$ cat src/rtl/fifo_sync_param_if.sv
// Purpose: bundles the write/read/error/status signals of fifo_sync_param.
//   master modport: producer/consumer side (drives i_*, observes o_*).
//   slave  modport: the FIFO itself (observes i_*, drives o_*).
// Signals:
//   i_wren / i_wrdata  write request and data
//   i_rden             read request (pop in FWFT mode)
//   i_clr_err          clears the sticky error flags
//   o_rddata           read data
//   o_full / o_empty / o_alm_full / o_alm_empty / o_count   occupancy status
//   o_overflow / o_underflow                              sticky error flags
interface fifo_sync_param_if #(
    parameter int unsigned DATA_W = 128,
    parameter int unsigned DEPTH  = 16,
    parameter int unsigned CNT_W  = $clog2(DEPTH + 1)
);
    logic              i_wren;
    logic [DATA_W-1:0] i_wrdata;
    logic              i_rden;
    logic              i_clr_err;
    logic [DATA_W-1:0] o_rddata;
    logic              o_full;
    logic              o_empty;
    logic              o_alm_full;
    logic              o_alm_empty;
    logic [CNT_W-1:0]  o_count;
    logic              o_overflow;
    logic              o_underflow;

    modport master (
        output i_wren, i_wrdata, i_rden, i_clr_err,
        input  o_rddata, o_full, o_empty, o_alm_full, o_alm_empty,
               o_count, o_overflow, o_underflow
    );

    modport slave (
        input  i_wren, i_wrdata, i_rden, i_clr_err,
        output o_rddata, o_full, o_empty, o_alm_full, o_alm_empty,
               o_count, o_overflow, o_underflow
    );
endinterface

$ cat src/rtl/fifo_sync_param.sv
// Purpose: parametrised single-clock FIFO with optional first-word-fall-through
//   read mode, fill-level output and sticky overflow/underflow flags.
// Ports:
//   clk   clock, all logic on rising edge
//   rstn  synchronous reset, active-high (1 = reset)
//   fifo  fifo_sync_param_if.slave bundle (write/read requests, data, status)
module fifo_sync_param #(
    parameter int unsigned DATA_W   = 128,
    parameter int unsigned DEPTH    = 16,
    parameter int unsigned AF_LEVEL = 14,
    parameter int unsigned AE_LEVEL = 2,
    parameter int unsigned FWFT     = 0,
    parameter int unsigned CNT_W    = $clog2(DEPTH + 1)
) (
    input  logic                clk,
    input  logic                rstn,
    fifo_sync_param_if.slave    fifo
);
    localparam int unsigned PTR_W = $clog2(DEPTH);

    logic [DATA_W-1:0] mem_q [DEPTH];

    logic [PTR_W-1:0] wr_ptr_q, wr_ptr_d;
    logic [PTR_W-1:0] rd_ptr_q, rd_ptr_d;
    logic [CNT_W-1:0] count_q, count_d;
    logic             full_q, full_d;
    logic             empty_q, empty_d;
    logic             alm_full_q, alm_full_d;
    logic             alm_empty_q, alm_empty_d;
    logic             overflow_q, overflow_d;
    logic             underflow_q, underflow_d;
    logic             wr_ok, rd_ok;

    always_comb begin
        // A full FIFO still takes a write when a read frees a slot on the same edge;
        // an empty FIFO never serves a read, even with a write arriving.
        wr_ok = fifo.i_wren & (~full_q | fifo.i_rden);
        rd_ok = fifo.i_rden & ~empty_q;

        wr_ptr_d    = wr_ptr_q;
        rd_ptr_d    = rd_ptr_q;
        count_d     = count_q;
        overflow_d  = overflow_q;
        underflow_d = underflow_q;

        if (wr_ok) wr_ptr_d = wr_ptr_q + PTR_W'(1);
        if (rd_ok) rd_ptr_d = rd_ptr_q + PTR_W'(1);

        case ({wr_ok, rd_ok})
            2'b10:   count_d = count_q + CNT_W'(1);
            2'b01:   count_d = count_q - CNT_W'(1);
            default: count_d = count_q;
        endcase

        full_d      = (count_d == CNT_W'(DEPTH));
        empty_d     = (count_d == '0);
        alm_full_d  = (count_d >= CNT_W'(AF_LEVEL));
        alm_empty_d = (count_d <= CNT_W'(AE_LEVEL));

        // Setting wins over clearing in the same cycle.
        if (fifo.i_wren & full_q & ~fifo.i_rden) overflow_d = 1'b1;
        else if (fifo.i_clr_err)                  overflow_d = 1'b0;

        if (fifo.i_rden & empty_q)                underflow_d = 1'b1;
        else if (fifo.i_clr_err)                  underflow_d = 1'b0;
    end

    always_ff @(posedge clk) begin
        if (rstn) begin
            wr_ptr_q    <= '0;
            rd_ptr_q    <= '0;
            count_q     <= '0;
            full_q      <= 1'b0;
            empty_q     <= 1'b1;
            alm_full_q  <= 1'b0;
            alm_empty_q <= 1'b1;
            overflow_q  <= 1'b0;
            underflow_q <= 1'b0;
        end else begin
            wr_ptr_q    <= wr_ptr_d;
            rd_ptr_q    <= rd_ptr_d;
            count_q     <= count_d;
            full_q      <= full_d;
            empty_q     <= empty_d;
            alm_full_q  <= alm_full_d;
            alm_empty_q <= alm_empty_d;
            overflow_q  <= overflow_d;
            underflow_q <= underflow_d;
        end
    end

    // Storage is intentionally not reset; pointers alone define validity.
    always_ff @(posedge clk) begin
        if (!rstn && wr_ok) mem_q[wr_ptr_q] <= fifo.i_wrdata;
    end

    generate
        if (FWFT != 0) begin : g_fwft
            // Head word shows combinationally; forced to zero while empty so the
            // output is clean after reset.
            assign fifo.o_rddata = empty_q ? '0 : mem_q[rd_ptr_q];
        end else begin : g_reg
            logic [DATA_W-1:0] rddata_q, rddata_d;

            always_comb begin
                rddata_d = rddata_q;
                if (rd_ok) rddata_d = mem_q[rd_ptr_q];
            end

            always_ff @(posedge clk) begin
                if (rstn) rddata_q <= '0;
                else      rddata_q <= rddata_d;
            end

            assign fifo.o_rddata = rddata_q;
        end
    endgenerate

    assign fifo.o_full      = full_q;
    assign fifo.o_empty     = empty_q;
    assign fifo.o_alm_full  = alm_full_q;
    assign fifo.o_alm_empty = alm_empty_q;
    assign fifo.o_count     = count_q;
    assign fifo.o_overflow  = overflow_q;
    assign fifo.o_underflow = underflow_q;
endmodule

$ cat src/flat_wrapper.sv
// flat-port wrapper written by rule: the top's interface ports become plain ports
module fifo_sync_param_flat 
#(
    parameter int unsigned DATA_W   = 128,
    parameter int unsigned DEPTH    = 16,
    parameter int unsigned AF_LEVEL = 14,
    parameter int unsigned AE_LEVEL = 2,
    parameter int unsigned FWFT     = 0,
    parameter int unsigned CNT_W    = $clog2(DEPTH + 1)
)
  (clk, rstn, fifo_i_wren, fifo_i_wrdata, fifo_i_rden, fifo_i_clr_err, fifo_o_rddata, fifo_o_full, fifo_o_empty, fifo_o_alm_full, fifo_o_alm_empty, fifo_o_count, fifo_o_overflow, fifo_o_underflow);
  fifo_sync_param_if #(.DATA_W(DATA_W), .DEPTH(DEPTH), .CNT_W(CNT_W)) fifo_i ();
  input  logic clk;
  input  logic rstn;
  input wire logic [$bits(fifo_i.i_wren)-1:0] fifo_i_wren;
  input wire logic [$bits(fifo_i.i_wrdata)-1:0] fifo_i_wrdata;
  input wire logic [$bits(fifo_i.i_rden)-1:0] fifo_i_rden;
  input wire logic [$bits(fifo_i.i_clr_err)-1:0] fifo_i_clr_err;
  output wire logic [$bits(fifo_i.o_rddata)-1:0] fifo_o_rddata;
  output wire logic [$bits(fifo_i.o_full)-1:0] fifo_o_full;
  output wire logic [$bits(fifo_i.o_empty)-1:0] fifo_o_empty;
  output wire logic [$bits(fifo_i.o_alm_full)-1:0] fifo_o_alm_full;
  output wire logic [$bits(fifo_i.o_alm_empty)-1:0] fifo_o_alm_empty;
  output wire logic [$bits(fifo_i.o_count)-1:0] fifo_o_count;
  output wire logic [$bits(fifo_i.o_overflow)-1:0] fifo_o_overflow;
  output wire logic [$bits(fifo_i.o_underflow)-1:0] fifo_o_underflow;
  assign fifo_i.i_wren = fifo_i_wren;
  assign fifo_i.i_wrdata = fifo_i_wrdata;
  assign fifo_i.i_rden = fifo_i_rden;
  assign fifo_i.i_clr_err = fifo_i_clr_err;
  assign fifo_o_rddata = fifo_i.o_rddata;
  assign fifo_o_full = fifo_i.o_full;
  assign fifo_o_empty = fifo_i.o_empty;
  assign fifo_o_alm_full = fifo_i.o_alm_full;
  assign fifo_o_alm_empty = fifo_i.o_alm_empty;
  assign fifo_o_count = fifo_i.o_count;
  assign fifo_o_overflow = fifo_i.o_overflow;
  assign fifo_o_underflow = fifo_i.o_underflow;
  fifo_sync_param #(.DATA_W(DATA_W), .DEPTH(DEPTH), .AF_LEVEL(AF_LEVEL), .AE_LEVEL(AE_LEVEL), .FWFT(FWFT), .CNT_W(CNT_W)) u_core (.clk(clk), .rstn(rstn), .fifo(fifo_i));
endmodule
$ cat config.mk
export PLATFORM = sky130hd
export DESIGN_NAME = fifo_sync_param_flat
export DESIGN_NICKNAME = d
export VERILOG_FILES = /design/src/rtl/fifo_sync_param_if.sv /design/src/rtl/fifo_sync_param.sv /design/src/flat_wrapper.sv
export SDC_FILE = /design/constraint.sdc
export NUM_CORES = 2
export LEC_CHECK = 0
export ABC_CLOCK_PERIOD_IN_PS = 8100
export CAP_MARGIN = 40
export CORE_MARGIN = 8
export CORE_UTILIZATION = 25
export CTS_CLUSTER_DIAMETER = 120
export DETAILED_ROUTE_END_ITERATION = 8
export SETUP_SLACK_MARGIN = 0.4
export SYNTH_ARGS = -nofsm -noshare
export SYNTH_HDL_FRONTEND = slang
export SYNTH_SLANG_ARGS = --single-unit
export TNS_END_PERCENT = 5
$ cat constraint.sdc
create_clock -name clk -period 8.1 [get_ports clk]
set_input_delay 1.62 -clock clk [delete_from_list [all_inputs] [get_ports clk]]
set_output_delay 1.62 -clock clk [all_outputs]
set_load 0.005 [all_outputs]
==> results.md <==
* Final period util at 55.60%
* Critical path fanouts, max at 60
* H-tree Lvls at 4
* Synth Area in Compound Gates at 4.425%
* Drt drc at 0
* Max-cap violations at 0
* Multi-input gate area at 0.01634 mm^2
* Ports at 272
* Req. time, crit path at 8.52 ns
* Hold depth at 2
* Tot Pwr at 25.21 mW
* Setup bufs post-CTS at 0
* Hold Startpoint: u_core.fifo.o_rddata[114]$_SDFFE_PP0P_
* Met1 Use GR at 14.60%
* Post-synthesis xor/xnor area fraction at 0.1071%
* Share of cells above drive strength 1 at 25.17%
* Pins Over Slew Limit at 0
* Final Wtd Congestion at 0.7018
* CP endpoint kind: register
* Avg Cell Area, Syn at 23.07 um^2
* Mapped cell area at 0.08177 mm^2
* Wire per inst at 24.02 um
* FF+latch area at 0.06445 mm^2
* Flops & latches, synth at 2,195
* Die area at 0.3456 mm^2
* Kind of critical path: in2reg
* Worst endpoint data arrival time at 4.92 ns
* Placed cell count at 8,022
* Top_reg_cell synth: edfxtp_1
* Grt met2 use at 19.79%
* Hold path endpoint: u_core.fifo.o_rddata[114]$_SDFFE_PP0P_
* Final Skew at 0.1193 ns
* R2r setup slk at 4.28 ns
* Post-synth EDFFs at 2,048
* Worst rel slew slack at 23.06%
* Setup_tns at 0 ns
* Distinct cell type count after synthesis at 43
* CTS tree: done
* Port Buffers at 271
* Clock root buffer: clkbuf_16
* Area growth syn-to-layout at 18.74%
* RSZ-0062 raised after global routing: false
* CTS sink cnt at 2,195
* Leakage power at 28.68 nW
* Least-Margin Pin Slew at 1.154 ns
* Post-synthesis adder-cell area fraction at 0.1224%
* Worst flop-to-flop path startpoint: u_core.rd_ptr_q[2]$_SDFFE_PP0P_
* Initial Utilization at 25.06%
* Vias at 37,760
* Final HPWL DP at 113.6 mm
* Met3 Resource Use GR at 2.385%
* Reg-to-Reg End: u_core.fifo.o_rddata[32]$_SDFFE_PP0P_
* Cell Rows at 210
* Sequential area share after synthesis at 78.81%
* Outcome: completed
* Largest net degree at the start of global routing at 135
* Ys async rst share at 0%
* Die H at 587.9 um
* Power per cell area at 259.6 mW/mm^2
* CP Launch Type: primary input
* Initial detailed-routing violation count at 3,136
* Syn Nets at 3,685
* Die width at 587.9 um
* Vias in the first global route at 39,710
* Yosys warning total at 0
* Final Setup Violations at 0
* Clk buf depth at 4
* Nets at 4,042
* Final hold vios at 0
* Maximum clock frequency at 222.0 MHz
* Cts bufs inserted at 222
* Cell count after synthesis at 3,544
* Post-route ant nets at 0
* Vias per cell at 4.477
* First-pass GRT wire length at 291.9 mm
* Worst hold path class: reg2reg
* Post-CTS Resized at 0
* Filler cell count at 31,500
* Hold_buf cts at 0
* GR Overflow Total at 0
* Worst r2r path cells at 7
* Simple-gate area share of the yosys netlist at 1.057%
* Tmin final at 4.504 ns
* Clock Latency Late Sink at 0.89 ns
* GRT Max-Usage Layer: met2
* Core area at 0.3263 mm^2
* Combinational family with the most area after synthesis: multiplexers
* Clock slew at reported path FFs at 0.06 ns
* GRT Total Usage at 11.35%
* Post-synthesis mux area share at 14.14%
* Initial antenna violation count at 58
* Fin cells at 8,434
* DRT Pass-1 Iters at 5
* Worst VDD drop at 0.0001829 V
* Routed Wire Length at 202.6 mm
-- registers in the layout (all words and copies together), names as in the netlist --
register and count:
u_core.fifo.o_underflow 1, u_core.fifo.o_overflow 1, u_core.fifo.o_full 1, u_core.rd_ptr_q 4, u_core.fifo.o_empty 1, u_core.fifo.o_count 5, u_core.mem_q 2048, u_core.fifo.o_rddata 128
u_core.fifo.o_alm_full 1, u_core.wr_ptr_q 4, u_core.fifo.o_alm_empty 1
-- synthesized netlist by cell type, types with 2 or more instances --
library cell / count / area [um^2]
xnor2_1: 4 / 35.03
nand2_1: 135 / 506.7
buf_1: 7 / 26.28
a221oi_2: 96 / 1441
buf_4: 9 / 67.56
a31oi_1: 2 / 12.51
a221oi_1: 32 / 280.3
a41o_1: 2 / 20.02
inv_1: 5 / 18.77
a22o_1: 128 / 1121
a21oi_1: 5 / 25.02
mux4_2: 512 / 11530
nand2b_1: 3 / 18.77
o21ai_0: 5 / 25.02
buf_6: 27 / 304.0
mux2i_1: 3 / 30.03
and3_1: 8 / 50.05
o21ai_1: 129 / 645.6
nor2b_1: 9 / 56.30
nor3b_1: 2 / 15.01
buf_2: 52 / 260.3
nand3_1: 2 / 10.01
dfxtp_1: 147 / 2943
ha_1: 8 / 100.1
xor2_1: 6 / 52.55
nor2_1: 20 / 75.07
and2_1: 11 / 68.82
clkbuf_1: 111 / 416.7
edfxtp_1: 2048 / 61500
nand3b_1: 3 / 22.52
-- worst max path at each step --
stage                               endpoint  cells past startpoint  slack [ns]         from
3_3_place_gp   u_core.mem_q[5][75]$_DFFE_PP_                      8        2.71  fifo_i_rden
5_1_grt        u_core.mem_q[4][31]$_DFFE_PP_                      8        3.45  fifo_i_rden
6_report       u_core.mem_q[4][31]$_DFFE_PP_                      8        3.60  fifo_i_rden
2_1_floorplan   u_core.mem_q[7][0]$_DFFE_PP_                      6        1.87  fifo_i_rden
3_5_place_dp   u_core.mem_q[5][83]$_DFFE_PP_                      8        2.71  fifo_i_rden
4_1_cts        u_core.mem_q[4][31]$_DFFE_PP_                      8        3.61  fifo_i_rden
-- cell families (layout without fill, tap and decap cells) --
family                     after synthesis  count (layout)
DFF                                   2195            2195
muxes                                  515             515
AOI/OAI and AO/OA                      405             405
buffers and inverters                  212             749
and+or+nand+nor                        199             199
xor gates and xnor gates                10              10
adders and majority gates                8               8
other                                    0               7
-- where the power goes --
group          switching [mW]  total (mW)  internal [mW]
clock network            4.25        10.1           5.87
logic                    1.19        2.38           1.19
registers               0.133        12.7           12.6
-- worst max-delay path, cell delays in order --
cell             delay (ns)
clkdlybuf4s50_1        0.50
nand2b_1               0.13
and2_1                 0.26
inv_2                  0.14
nor3b_1                0.65
nor2b_1                0.32
and2_4                 0.69
buf_12                 0.46
-- layout by cell type, fill, tap and decap left out, drive strengths merged, types with 4 or more instances in the layout --
cell,instances
edfxtp,2048
mux4,512
clkbuf,298
clkdlybuf4s50,271
dfxtp,147
nand2,135
o21ai,134
a22o,128
a221oi,128
clkinv,72
buf,68
nor2,20
bufinv,17
inv,12
clkinvlp,11
and2,11
nor2b,9
and3,8
ha,8
diode,7
xor2,6
a21oi,5
xnor2,4
-- area by class of cell --
cell class,instances,share of cell area [%]
flip-flops and latches,2195,66.38
multi-input cells,1137,16.83
clock buffers,298,6.351
well taps,4346,5.601
repair buffers,339,3.745
clock inverters,106,1.054
inverters,6,0.02320
diodes,7,0.01804
-- stage by stage --
| stage | hold WS [ns] | area, um^2 | utilization [%] | setup slack [ns] |
|---|---|---|---|---|
| global placement | 0.4379 | 89720 | 27.49 | 2.714 |
| detailed placement | 0.4429 | 89860 | 27.54 | 2.714 |
| CTS | 0.4540 | 97050 | 29.74 | 3.614 |
| floorplan | 0.4460 | 81770 | - | 1.869 |
| finish | 0.4471 | 97090 | 29.75 | 3.596 |
| global route | 0.4665 | 97080 | 29.75 | 3.452 |
-- layer usage --
| metal | routed length [um] | part of all wire (%) | up-vias |
|---|---|---|---|
| met5 | 148 | 0.073 | - |
| met4 | 4113 | 2.0 | 22 |
| met3 | 12040 | 5.9 | 334 |
| met2 | 102700 | 51 | 1112 |
| met1 | 83590 | 41 | 20410 |
| li1 | - | - | 15880 |
Note: power is estimated with default switching activity, not from simulation.
